$ cat src/rtl/mem_bridge_pkg.sv
// Shared definitions for the block-to-word memory bridge: FSM states,
// default widths and the beat-count derivation used by every bridge file.
package mem_bridge_pkg;

  localparam int DEF_BLOCK_W = 256;
  localparam int DEF_WORD_W  = 32;
  localparam int DEF_ADDR_W  = 11;

  typedef enum logic [2:0] {
    IDLE,
    WRITE,
    READ,
    DRAIN,
    RESP
  } bridgeState_t;

  function automatic int calcBeats(input int blockW, input int wordW);
    return blockW / wordW;
  endfunction

  // Beat index width; a single-beat block still carries a 1-bit index.
  function automatic int calcBeatW(input int blockW, input int wordW);
    int beats;
    beats = blockW / wordW;
    return (beats > 1) ? $clog2(beats) : 1;
  endfunction

endpackage

$ cat src/rtl/mem_block_bridge_assembler.sv
// Word-slot register that gathers RAM read words into one block; cleared at
// the start of every request so a write acknowledge returns all zeros.
module block_assembler
  import mem_bridge_pkg::*;
#(
  parameter int BEATS  = DEF_BLOCK_W / DEF_WORD_W,
  parameter int WORD_W = DEF_WORD_W,
  parameter int BEAT_W = 3
) (
  input  logic                    clock,
  input  logic                    reset,
  input  logic                    clr,
  input  logic                    wrEn,
  input  logic [BEAT_W-1:0]       wrSlot,
  input  logic [WORD_W-1:0]       wrWord,
  output logic [BEATS*WORD_W-1:0] block
);

  logic [BEATS-1:0][WORD_W-1:0] slots;

  always_ff @(posedge clock or negedge reset) begin
    if (!reset) begin
      slots <= '0;
    end else if (clr) begin
      slots <= '0;
    end else if (wrEn) begin
      slots[wrSlot] <= wrWord;
    end
  end

  assign block = slots;

endmodule

$ cat src/rtl/mem_block_bridge.sv
// Serves block-wide read/write requests against a word-wide synchronous RAM,
// one word per clock, with a valid/ready response the core may stall.
module mem_block_bridge
  import mem_bridge_pkg::*;
#(
  parameter int BLOCK_W = DEF_BLOCK_W,
  parameter int WORD_W  = DEF_WORD_W,
  parameter int ADDR_W  = DEF_ADDR_W
) (
  input  logic                                          clock,
  input  logic                                          reset,
  input  logic                                          req_valid,
  output logic                                          req_ready,
  input  logic                                          req_write,
  input  logic [ADDR_W-1:0]                             req_addr,
  input  logic [BLOCK_W-1:0]                            req_wdata,
  input  logic [calcBeats(BLOCK_W, WORD_W)-1:0]         req_wmask,
  output logic                                          rsp_valid,
  input  logic                                          rsp_ready,
  output logic [BLOCK_W-1:0]                            rsp_rdata,
  output logic                                          ram_en,
  output logic                                          ram_we,
  output logic [ADDR_W+calcBeatW(BLOCK_W, WORD_W)-1:0]  ram_addr,
  output logic [WORD_W-1:0]                             ram_wdata,
  input  logic [WORD_W-1:0]                             ram_rdata
);

  localparam int BEATS  = calcBeats(BLOCK_W, WORD_W);
  localparam int BEAT_W = calcBeatW(BLOCK_W, WORD_W);
  localparam logic [BEAT_W-1:0] LAST_BEAT = BEAT_W'(BEATS - 1);

  bridgeState_t       state;
  logic [BEAT_W-1:0]  beat;
  logic [BEAT_W-1:0]  nextBeat;
  logic [ADDR_W-1:0]  blkAddr;
  logic [BLOCK_W-1:0] blkData;
  logic [BEATS-1:0]   blkMask;
  logic               accept;
  logic               capEn;
  logic [BEAT_W-1:0]  capSlot;

  assign accept   = (state == IDLE) && req_valid;
  assign nextBeat = beat + BEAT_W'(1);

  // Read data lags its address by one cycle, so the slot trails the issued beat.
  assign capEn   = ((state == READ) && (beat != '0)) || (state == DRAIN);
  assign capSlot = (state == DRAIN) ? LAST_BEAT : beat - BEAT_W'(1);

  always_ff @(posedge clock) begin
    if (accept) begin
      blkAddr <= req_addr;
      blkData <= req_wdata;
      blkMask <= req_wmask;
    end
  end

  always_ff @(posedge clock or negedge reset) begin
    if (!reset) begin
      state     <= IDLE;
      beat      <= '0;
      req_ready <= 1'b1;
      rsp_valid <= 1'b0;
      ram_en    <= 1'b0;
      ram_we    <= 1'b0;
      ram_addr  <= '0;
      ram_wdata <= '0;
    end else begin
      unique case (state)
        IDLE: begin
          if (req_valid) begin
            state     <= req_write ? WRITE : READ;
            beat      <= '0;
            req_ready <= 1'b0;
            ram_en    <= 1'b1;
            ram_we    <= req_write & req_wmask[0];
            ram_addr  <= {req_addr, BEAT_W'(0)};
            ram_wdata <= req_wdata[WORD_W-1:0];
          end
        end
        WRITE: begin
          if (beat == LAST_BEAT) begin
            state     <= RESP;
            beat      <= '0;
            ram_en    <= 1'b0;
            ram_we    <= 1'b0;
            rsp_valid <= 1'b1;
          end else begin
            beat      <= nextBeat;
            ram_addr  <= {blkAddr, nextBeat};
            ram_wdata <= blkData[nextBeat*WORD_W +: WORD_W];
            ram_we    <= blkMask[nextBeat];
          end
        end
        READ: begin
          if (beat == LAST_BEAT) begin
            state  <= DRAIN;
            beat   <= '0;
            ram_en <= 1'b0;
          end else begin
            beat     <= nextBeat;
            ram_addr <= {blkAddr, nextBeat};
          end
        end
        DRAIN: begin
          state     <= RESP;
          rsp_valid <= 1'b1;
        end
        RESP: begin
          if (rsp_ready) begin
            state     <= IDLE;
            rsp_valid <= 1'b0;
            req_ready <= 1'b1;
          end
        end
        default: state <= IDLE;
      endcase
    end
  end

  block_assembler #(
    .BEATS (BEATS),
    .WORD_W(WORD_W),
    .BEAT_W(BEAT_W)
  ) uAssembler (
    .clock (clock),
    .reset (reset),
    .clr   (accept),
    .wrEn  (capEn),
    .wrSlot(capSlot),
    .wrWord(ram_rdata),
    .block (rsp_rdata)
  );

endmodule
$ cat config.mk
export PLATFORM = sky130hd
export DESIGN_NAME = mem_block_bridge
export DESIGN_NICKNAME = d
export VERILOG_FILES = /design/src/rtl/mem_bridge_pkg.sv /design/src/rtl/mem_block_bridge_assembler.sv /design/src/rtl/mem_block_bridge.sv
export SDC_FILE = /design/constraint.sdc
export NUM_CORES = 1
export LEC_CHECK = 0
export ABC_AREA = 1
export CAP_MARGIN = 20
export CORE_MARGIN = 4
export CORE_UTILIZATION = 45
export DETAILED_ROUTE_END_ITERATION = 6
export GPL_ROUTABILITY_DRIVEN = 0
export PLACE_DENSITY = 0.74
export SLEW_MARGIN = 20
export SYNTH_ARGS = -nofsm -noshare
export SYNTH_HDL_FRONTEND = slang
export SYNTH_HIERARCHICAL = 1
export SYNTH_SLANG_ARGS = --single-unit
$ cat constraint.sdc
create_clock -name clock -period 16.9 [get_ports clock]
set_input_delay 5.07 -clock clock [delete_from_list [all_inputs] [get_ports clock]]
set_output_delay 5.07 -clock clock [all_outputs]
set_load 0.02 [all_outputs]
==> flow_summary.json <==
{
  "status": "complete, no violations",
  "yosys_warnings": 6,
  "ys.flop_type": "dfrtp_1",
  "std_cell_rows": 86,
  "placed_area_um2": 31700,
  "clockBufferDepth": 3,
  "r2r_end": "uAssembler/block[253]",
  "maxSlewHeadroom_pct": 31.1,
  "grt_remaining_overflow": 0,
  "leakagePower_nw": 15.6,
  "htreeDepth": 2,
  "first_global_vias": 21000,
  "rsz0062_at_grt": "no",
  "crit_start": "req_valid",
  "synth_fp_nets": 2951,
  "fin_crit_sh_pct": 46.3,
  "ff2ff_path_depth": 10,
  "syn_to_final_growth_pct": 33.8,
  "use_met2_pct": 44.3,
  "fin_total_pwr_w": 0.00619,
  "syn_area_per_cell_um2": 9.55,
  "avgViaCountPerCell": 5.34,
  "tightestPinTransition_ns": 1.03,
  "ir_worst_vdd_mv": 0.143,
  "layout_min_cycle_time_ns": 7.82,
  "grt_max_degree": 176,
  "synthCells": 2634,
  "cp_max_fo": 175,
  "slew_violations": 0,
  "maxCapViolCount": 0,
  "cts_tree": "yes",
  "cp.required_ns": 17.13,
  "crit_arrival_ns": 8.05,
  "routedWlPerCell_um": 20.5,
  "synth-edff-count": 275,
  "ios": 618,
  "die-area_um2": 59700,
  "cts_sinks": 587,
  "vias": 21200,
  "final_nets": 3483,
  "holdPathEnd": "ram_addr[0]",
  "worstHoldPathCells": 2,
  "post_cts_resized": 0,
  "ant_nets": 0,
  "crit_type": "input port to flop",
  "cts_buffers": 60,
  "syn-cell-area_um2": 25200,
  "mostFrequentLayoutCells": "679 x nand3_1, 671 x nand2_1, 616 x clkdlybuf4s50_1, 310 x dfrtp_1, 275 x edfxtp_1",
  "clock_latency_ns": 0.64,
  "grt.busiest_layer": "met2",
  "fin_worst_skew_ns": 0.0439,
  "clk_pin_slew_ns": 0.06,
  "min-delay-path-class": "flop to flop",
  "cts_root_buf": "clkbuf_16",
  "end_kind": "flop",
  "hold_start": "ram_addr[0]",
  "yosys_register_bits": 587,
  "cts_hold_buf": 0,
  "rr_startpoint": "beat[0]",
  "first_pass_iters": 6,
  "start_util_pct": 45.6,
  "layout_commonest_cell": "nand3_1",
  "dieHeight_um": 244,
  "grt_use_met3_pct": 7.34,
  "post_cts.repair.setup_buffers": 0,
  "dp_hpwl_um": 54900,
  "setup_tns_ns": 0,
  "async_flop_share_pct": 53.2,
  "routed_wl_um": 81500,
  "dieWidth_um": 244,
  "dr.first_iter.drc_count": 2076,
  "port_buffers": 617,
  "setup_viol": 0,
  "grtUsageMet1_pct": 31.5,
  "coreArea_um2": 55200,
  "hold_viol_final": 0,
  "track_usage_pct": 26.3,
  "grt_pass1_wl_um": 123000,
  "reg2reg_setup_slack_ns": 12.31,
  "layout-drive-gt1-share_pct": 6.59,
  "route.detailed.drc": 0,
  "powerDensity_nw_per_um2": 184,
  "fmax_mhz": 128,
  "ys_types": 29,
  "yosysSeqAreaShare_pct": 63.9,
  "antenna_found_initial": 17,
  "design_area_um2": 33600,
  "start_kind": "input port"
}
## synthesized netlist by cell type (all sizes together) (2+ instances only)
master / n / area share [%]
or2: 32 / 0.80
o211ai: 2 / 0.060
dfrtp: 311 / 31
clkbuf: 51 / 0.76
inv: 281 / 4.2
buf: 123 / 2.7
o21ai: 13 / 0.30
nand3: 679 / 14
o22ai: 2 / 0.050
edfxtp: 275 / 33
nand2: 677 / 10
a21oi: 33 / 0.66
nor2: 144 / 2.5
ha: 5 / 0.25
## layout make-up
class	count	area (um2)
multi-input combinational	1591	7210
antenna	8	20.0
tap	748	936
clock buffer	86	1740
sequential	587	16100
timing repair buffer	644	6400
inverter	282	1070
clock inverter	26	199
fill	4500	21600
## worst max-delay path by stage
stage	endpoint	slack, ns	depth (start not counted)
3_5_place_dp	blkData[55]	8.13	6
3_3_place_gp	blkData[58]	8.24	6
6_report	blkData[120]	9.08	6
4_1_cts	blkData[120]	8.78	6
5_1_grt	blkData[55]	8.90	6
2_1_floorplan	ram_wdata[10]	3.24	8
## cell families (layout without fill, tap and decap cells)
kind of cell    Yosys count  after routing  synth area share (%)
simple gates           1534           1534                  27.1
flops                   587            587                  63.9
buf+inv                 456           1038                  7.63
compound gates           51             51                  1.10
fa+ha+maj                 5              5                 0.249
xor+xnor                  1              1                0.0348
other cells               0              8                     0
## registers in the layout, indices dropped and copies added, names as in the netlist
signal            cells
ram_we                1
uAssembler/block    256
rsp_valid             1
blkData             256
req_ready             1
blkMask               8
ram_wdata            32
beat                  3
blkAddr              11
ram_en                1
ram_addr             14
state                 3
## worst max-delay path: stages
cell and delay (ns):
clkdlybuf4s50_1 0.49, inv_1 0.08, nor2_4 0.16, buf_4 0.69
buf_12 0.70, buf_6 0.72
## layer usage
layer / vias to the layer above / part of all wire (%)
li1: 9673 / -
met1: 10100 / 36
met2: 1182 / 49
met3: 203 / 10
met4: 18 / 4.8
met5: - / 0.14
## power by group
group | internal, W | switching, W | total, W
combinational | 0.000920 | 0.00180 | 0.00272
sequential | 0.00195 | 0.000228 | 0.00217
clock | 0.000732 | 0.000558 | 0.00129
## through the flow
stage / worst slack (ns) / hold WS, ns / instances / utilization (%)
CTS: 8.78 / 0.474 / 3964 / 60.9
detailed placement: 8.13 / 0.458 / 3852 / 57.4
floorplan: 3.24 / 0.511 / 2634 / -
global placement: 8.24 / 0.461 / 3852 / 57.4
global route: 8.90 / 0.497 / 3972 / 60.9
finish: 9.08 / 0.469 / 3972 / 60.9
Note: power is estimated with default switching activity, not from simulation.
